**src/rtl/serial_adder.sv**
```systemverilog
// serial_adder
//   Digit-serial adder/subtractor. Operands of WIDTH bits are processed DIGIT
//   bits per clock, least significant slice first, with the carry held in a
//   register between slices. One operation takes N = WIDTH/DIGIT RUN cycles.
//   Subtraction is done as A + ~B + ~C_IN, so CARRY=1 means "no borrow".
//
// Ports
//   CLK       in   rising-edge clock
//   RESET     in   asynchronous, active-high reset
//   START     in   request, accepted on an edge where READY=1
//   SUB       in   0: A + B + C_IN, 1: A - B - C_IN (sampled with START)
//   A, B      in   WIDTH-bit operands (sampled with START)
//   C_IN      in   carry-in / borrow-in (sampled with START)
//   READY     out  a START on the next edge will be accepted
//   DONE      out  one-cycle pulse, results were updated on the last edge
//   SUM       out  WIDTH-bit result, modulo 2^WIDTH
//   CARRY     out  carry-out of the MSB
//   OVERFLOW  out  two's-complement overflow of the operation
//
// States
//   IDLE | waiting for START, previous result held
//   RUN  | one slice per edge, slice counter cnt_q selects the slice
//   FIN  | result just written, DONE high, START accepted again

module serial_adder #(
  parameter int WIDTH = 8,
  parameter int DIGIT = 1
) (
  input  logic             CLK,
  input  logic             RESET,
  input  logic             START,
  input  logic             SUB,
  input  logic [WIDTH-1:0] A,
  input  logic [WIDTH-1:0] B,
  input  logic             C_IN,
  output logic             READY,
  output logic             DONE,
  output logic [WIDTH-1:0] SUM,
  output logic             CARRY,
  output logic             OVERFLOW
);

  localparam int N  = WIDTH / DIGIT;
  localparam int CW = (N > 1) ? $clog2(N) : 1;
  // Shift amount must reach WIDTH-DIGIT; one spare bit keeps the product exact.
  localparam int SW = $clog2(WIDTH) + 1;

  localparam logic [WIDTH-1:0] SLICE_MASK = {WIDTH{1'b1}} >> (WIDTH - DIGIT);
  localparam logic [CW-1:0]    LAST_CNT   = CW'(N - 1);

  typedef enum logic [1:0] {
    IDLE = 2'd0,
    RUN  = 2'd1,
    FIN  = 2'd2
  } state_t;

  state_t           state_q, state_d;
  logic [WIDTH-1:0] a_q, a_d;
  logic [WIDTH-1:0] b_q, b_d;      // B, already inverted for subtraction
  logic             carry_q, carry_d;
  logic [CW-1:0]    cnt_q, cnt_d;
  logic [WIDTH-1:0] acc_q, acc_d;
  logic [WIDTH-1:0] sum_q, sum_d;
  logic             cout_q, cout_d;
  logic             ovf_q, ovf_d;

  logic [SW-1:0]    shamt;
  logic [DIGIT-1:0] slice_a;
  logic [DIGIT-1:0] slice_b;
  logic [DIGIT:0]   slice_sum;
  logic [WIDTH-1:0] acc_ins;

  // Slice datapath: select the current slice by shifting it down to bit 0,
  // add, then merge the DIGIT-bit result back into the accumulator.
  always_comb begin
    shamt     = SW'(cnt_q) * SW'(DIGIT);
    slice_a   = DIGIT'(a_q >> shamt);
    slice_b   = DIGIT'(b_q >> shamt);
    slice_sum = {1'b0, slice_a} + {1'b0, slice_b} + {{DIGIT{1'b0}}, carry_q};
    acc_ins   = (acc_q & ~(SLICE_MASK << shamt))
              | (WIDTH'(slice_sum[DIGIT-1:0]) << shamt);
  end

  always_comb begin
    state_d = state_q;
    a_d     = a_q;
    b_d     = b_q;
    carry_d = carry_q;
    cnt_d   = cnt_q;
    acc_d   = acc_q;
    sum_d   = sum_q;
    cout_d  = cout_q;
    ovf_d   = ovf_q;

    case (state_q)
      IDLE, FIN: begin
        if (START) begin
          a_d     = A;
          b_d     = SUB ? ~B : B;
          carry_d = SUB ? ~C_IN : C_IN;
          cnt_d   = '0;
          state_d = RUN;
        end else begin
          state_d = IDLE;
        end
      end

      RUN: begin
        acc_d   = acc_ins;
        carry_d = slice_sum[DIGIT];
        cnt_d   = cnt_q + CW'(1);
        if (cnt_q == LAST_CNT) begin
          cnt_d   = '0;
          state_d = FIN;
          sum_d   = acc_ins;
          cout_d  = slice_sum[DIGIT];
          // Overflow: both addends share a sign that the result does not.
          ovf_d   = (a_q[WIDTH-1] == b_q[WIDTH-1]) &&
                    (acc_ins[WIDTH-1] != a_q[WIDTH-1]);
        end
      end

      default: state_d = IDLE;
    endcase
  end

  always_ff @(posedge CLK or posedge RESET) begin
    if (RESET) begin
      state_q <= IDLE;
      a_q     <= '0;
      b_q     <= '0;
      carry_q <= 1'b0;
      cnt_q   <= '0;
      acc_q   <= '0;
      sum_q   <= '0;
      cout_q  <= 1'b0;
      ovf_q   <= 1'b0;
    end else begin
      state_q <= state_d;
      a_q     <= a_d;
      b_q     <= b_d;
      carry_q <= carry_d;
      cnt_q   <= cnt_d;
      acc_q   <= acc_d;
      sum_q   <= sum_d;
      cout_q  <= cout_d;
      ovf_q   <= ovf_d;
    end
  end

  // Status decodes come straight from the state register.
  assign READY    = (state_q != RUN);
  assign DONE     = (state_q == FIN);
  assign SUM      = sum_q;
  assign CARRY    = cout_q;
  assign OVERFLOW = ovf_q;

endmodule
```
**config.mk**
```make
export PLATFORM = sky130hd
export DESIGN_NAME = serial_adder
export DESIGN_NICKNAME = d
export VERILOG_FILES = /design/src/rtl/serial_adder.sv
export SDC_FILE = /design/constraint.sdc
export NUM_CORES = 1
export LEC_CHECK = 0
export BUFFER_PORTS_ARGS = -buffer_cell sky130_fd_sc_hd__buf_4
export CAP_MARGIN = 20
export CELL_PAD_IN_SITES_DETAIL_PLACEMENT = 0
export CELL_PAD_IN_SITES_GLOBAL_PLACEMENT = 1
export CORE_ASPECT_RATIO = 1.75
export CORE_MARGIN = 2
export CORE_UTILIZATION = 25
export DETAILED_ROUTE_END_ITERATION = 12
export PLACE_DENSITY_LB_ADDON = 0.1
export SETUP_SLACK_MARGIN = 0.2
export SLEW_MARGIN = 20
export SYNTH_ARGS = -nofsm -noshare
export SYNTH_HDL_FRONTEND = slang
export SYNTH_SLANG_ARGS = --single-unit
```
**constraint.sdc**
```tcl
create_clock -name CLK -period 3.7 [get_ports CLK]
set_input_delay 0 -clock CLK [delete_from_list [all_inputs] [get_ports CLK]]
set_output_delay 0 -clock CLK [all_outputs]
set_load 0.02 [all_outputs]
```
==> results.md <==
- In this run, the number of DRC markers left after iteration 0 of detailed routing was 38.
- Setup repair after global routing left no endpoint under its margin.
- The critical path endpoint category is a flop.
- The global-route congestion overflow total is 0.
- For this run, asynchronously set or reset flops after synthesis account for 100.0%.
- Clock tree synthesis selected as its root buffer the cell sky130_fd_sc_hd__clkbuf_16.
- The arrival time at the worst endpoint is 3120 ps.
- The initial antenna violation count came to 0.
- The total iterations of the first detailed-routing run is 4.
- Summing all multi-input logic gate instances after layout gives 859.6 sq um.
- The average via count per standard cell is 4.472.
- The number of port buffers is 32.
- The clock net sink count is 39.
- The cell type with the highest occurrence count on the critical path is sky130_fd_sc_hd__nand2_1.
- For this design the ratio of total power to cell area is 848.7 nW/um^2.
- The chip height is 119.5 um.
- The pre-CTS setup slack is 762.0 ps.
- The delay of the slowest cell on the worst path is 710 ps.
- The startpoint of the most critical register-to-register path is cnt_q[0]$_DFFE_PP0P_.
- The peak supply drop is 0.2608 mV.
- Based on the critical path, the design can be clocked at up to 342.8 MHz.
- The static leakage is 1.135 nW.
- The setup path with the least slack is of type reg2reg.
- The library cells used most frequently in the layout, excluding fill and tap cells, are 39 x sky130_fd_sc_hd__dfrtp_1, 33 x sky130_fd_sc_hd__buf_4, 32 x sky130_fd_sc_hd__nand2_1, 25 x sky130_fd_sc_hd__o21ai_0, 14 x sky130_fd_sc_hd__dlygate4sd3_1.
- The area growth from synthesis to layout is 31.76%.
- The total setup violations reported at the end of the flow is 0.
- The repair_antennas step left the layout with diodes totalling 0.
- The critical path contains buffers and inverters numbering 0 combined.
- The largest driver fanout on the critical path is 15.
- The measured slew at the worst slew-check pin is 679.3 ps.
- The layout net count is 244.
- The final cycle utilization of the critical path is 78.85%.
- The net count after synthesis is 200.
- The half-perimeter wire length after detailed placement is 3220 um.
- The detailed router placed 1364 vias in this run.
- In the post-route analysis, the smallest setup slack over all paths is 782.5 ps.
- The number of buffers created by CTS is 5.
- The startpoint of the worst setup timing path is cnt_q[0]$_DFFE_PP0P_.
- The tool flagged a number of max-cap violations equal to 0.
- The final number of hold-violating endpoints is 0.
- Summing every instance area after synthesis gives 1907 sq um.
- The number of storage elements in the synthesis netlist is 39.
- The number of max-slew violations in the final report was 0.
- The CTS tree is yes.
- The buffer depth of the longest clock path is 2.
- Summing all placed instances gives a cell area of 2213 sq um.
- Clock skew on the completed layout was measured at 4.387 ps.
- The critical path goes through mux4_1 -> nand2_1 -> nand2_1 -> fa_1 -> nand4_4 -> or3_1 -> a31oi_1.
- The via count of the first global-routing pass is 1477.
- For the worst-skew pair, the clock arrives at the later sink with an insertion delay of 280 ps.
- Adding up every negative setup slack in the final design gives 0 ps.
- Counting every instance in the synthesized netlist gives 172.
- The buffer count from post-CTS setup fixing is 0.
- The largest individual stage delay along the critical path comes from the cell sky130_fd_sc_hd__dfrtp_1.
- The run finished with clean final reports.
- The final instance area is 2512 sq um.
- The worst slew margin relative to its limit is 54.58%.
- Global routing used 11.73% of the available tracks.
- The total number of H-tree levels is 2.
- The source of the worst hold timing path is B[0].
- Across the whole layout, storage elements account for 975.9 sq um.
- For this configuration, the core starts out at a cell density of 25.55%.
- Leaving out fill and tap cells, the most frequent cell in the layout is sky130_fd_sc_hd__dfrtp_1.
- The remaining antenna violation count is 0.
- In this run, synthesis inferred 0 flip-flops with an integrated enable.
- The mean routed wirelength per cell is 14.57 um.
- The wire length of the first global-routing pass is 7424 um.
- The most instantiated flip-flop cell in the synthesis netlist is sky130_fd_sc_hd__dfrtp_1.
- The floorplan has 42 rows.
- For this run, design rule violations remaining after detail routing come to 0.
- The Yosys warning count is 0.
- The worst min-delay path category is in2reg.
- Summing the sequential cell areas from Yosys gives 51.18% of the chip area.
- The data required time at the worst endpoint is 3900 ps.
- The number of primary I/O pins is 33.
- The clock period could shrink to 2917 ps.
- At the end of routability-driven placement, the weighted congestion stood at 0.7783.
- The wire length reported by the detailed router is 4444 um.
- The number of instances in the placed design is 283.
- STA classifies the critical path startpoint as a flop.
- The die boundary width is 70.02 um.
- The count of cell types in the netlist is 29.
- The dominant delay contributor by cell family on the critical path is flip-flops.
- The average cell area after synthesis is 11.09 sq um.
- Clock-pin slew was measured on the worst setup and hold paths at 60 ps.
- The area of the core region is 7462 sq um.
- The ratio of cells with drive above 1 in the final layout is 23.96%.
- The filler cells instantiated in the layout total 773.
- The die covers 8369 sq um.
- The pin count of the biggest net entering global routing is 30.
- For this run, the share of the core covered by cells in the final layout is 33.67%.
- The count of non-filler cells in the finished layout is 305.
synth_stat cells, types with 4 or more instances:
cell | n | area share (%)
sky130_fd_sc_hd__xnor2_1 | 9 | 4.1
sky130_fd_sc_hd__buf_2 | 5 | 1.3
sky130_fd_sc_hd__mux2_2 | 9 | 5.3
sky130_fd_sc_hd__ha_1 | 6 | 3.9
sky130_fd_sc_hd__nand2_1 | 32 | 6.3
sky130_fd_sc_hd__o21ai_0 | 25 | 6.6
sky130_fd_sc_hd__nand2b_1 | 4 | 1.3
sky130_fd_sc_hd__a21oi_1 | 4 | 1.0
sky130_fd_sc_hd__mux4_1 | 4 | 5.5
sky130_fd_sc_hd__inv_1 | 6 | 1.2
sky130_fd_sc_hd__dfrtp_1 | 39 | 51
sky130_fd_sc_hd__a41oi_1 | 4 | 1.8
sky130_fd_sc_hd__clkbuf_1 | 4 | 0.79
final timing paths:
check,slack (ps),to,depth (start not counted)
max reg2reg,780,OVERFLOW$_DFFE_PP0P_,7
min,4,b_q[0]$_DFFE_PP0P_,3
max,780,OVERFLOW$_DFFE_PP0P_,7
min reg2reg,480,SUM[6]$_DFFE_PP0P_,2
max in group asynchronous,2600,a_q[6]$_DFFE_PP0P_,4
min in group asynchronous,350,CARRY$_DFFE_PP0P_,3
stage by stage:
step	power, W	hold slack, ps
finish	0.002132	3.827
global route	0.002319	22.41
CTS	0.002181	9.019
detailed placement	0.001701	126.9
global placement	0.001678	114.3
floorplan	0.001418	150.6
sequential cells by signal, indices dropped and copies added (netlist names):
register / flops
cnt_q: 3
OVERFLOW: 1
b_q: 8
CARRY: 1
a_q: 8
carry_q: 1
state_q: 2
acc_q: 7
SUM: 8
power breakdown:
part | internal [W] | switching [W]
clock | 0.000287 | 0.000164
sequential | 0.000617 | 0.000183
combinational | 0.000412 | 0.000468
kinds of logic (layout without fill, tap and decap cells):
kind of cell	Yosys count	after routing	synth area share (%)
buf+inv	16	61	3.871
fa+ha+maj	7	7	4.987
flops	39	39	51.18
xor+xnor	9	9	4.134
simple gates	48	48	12.93
mux	13	13	10.83
compound gates	40	40	12.07
metal layers:
metal	vias up	global-route usage (%)	wire length (um)
li1	685	-	-
met1	642	12.38	1720
met2	29	21.49	2436
met3	8	2.183	146
met4	0	6.370	141
met5	-	0	0
layout make-up:
class                   count  share of cell area (%)
repair buffers             47                   15.44
clock buffers               8                   6.225
multi-input cells         117                   34.21
inverters                   6                  0.8964
flip-flops and latches     39                   38.84
well taps                  88                   4.382
timing repair:
action,4_1_cts,5_1_grt
hold buffers,14,0
hold endpoints to repair,28,0
resized for setup,0,0
worst min-delay path, delay by kind of cell:
family,cells,cell delay [ps]
AOI/OAI and AO/OA,1,60
buffers and inverters,1,80
xor gates and xnor gates,1,90
(Power assumes the default switching activity.)
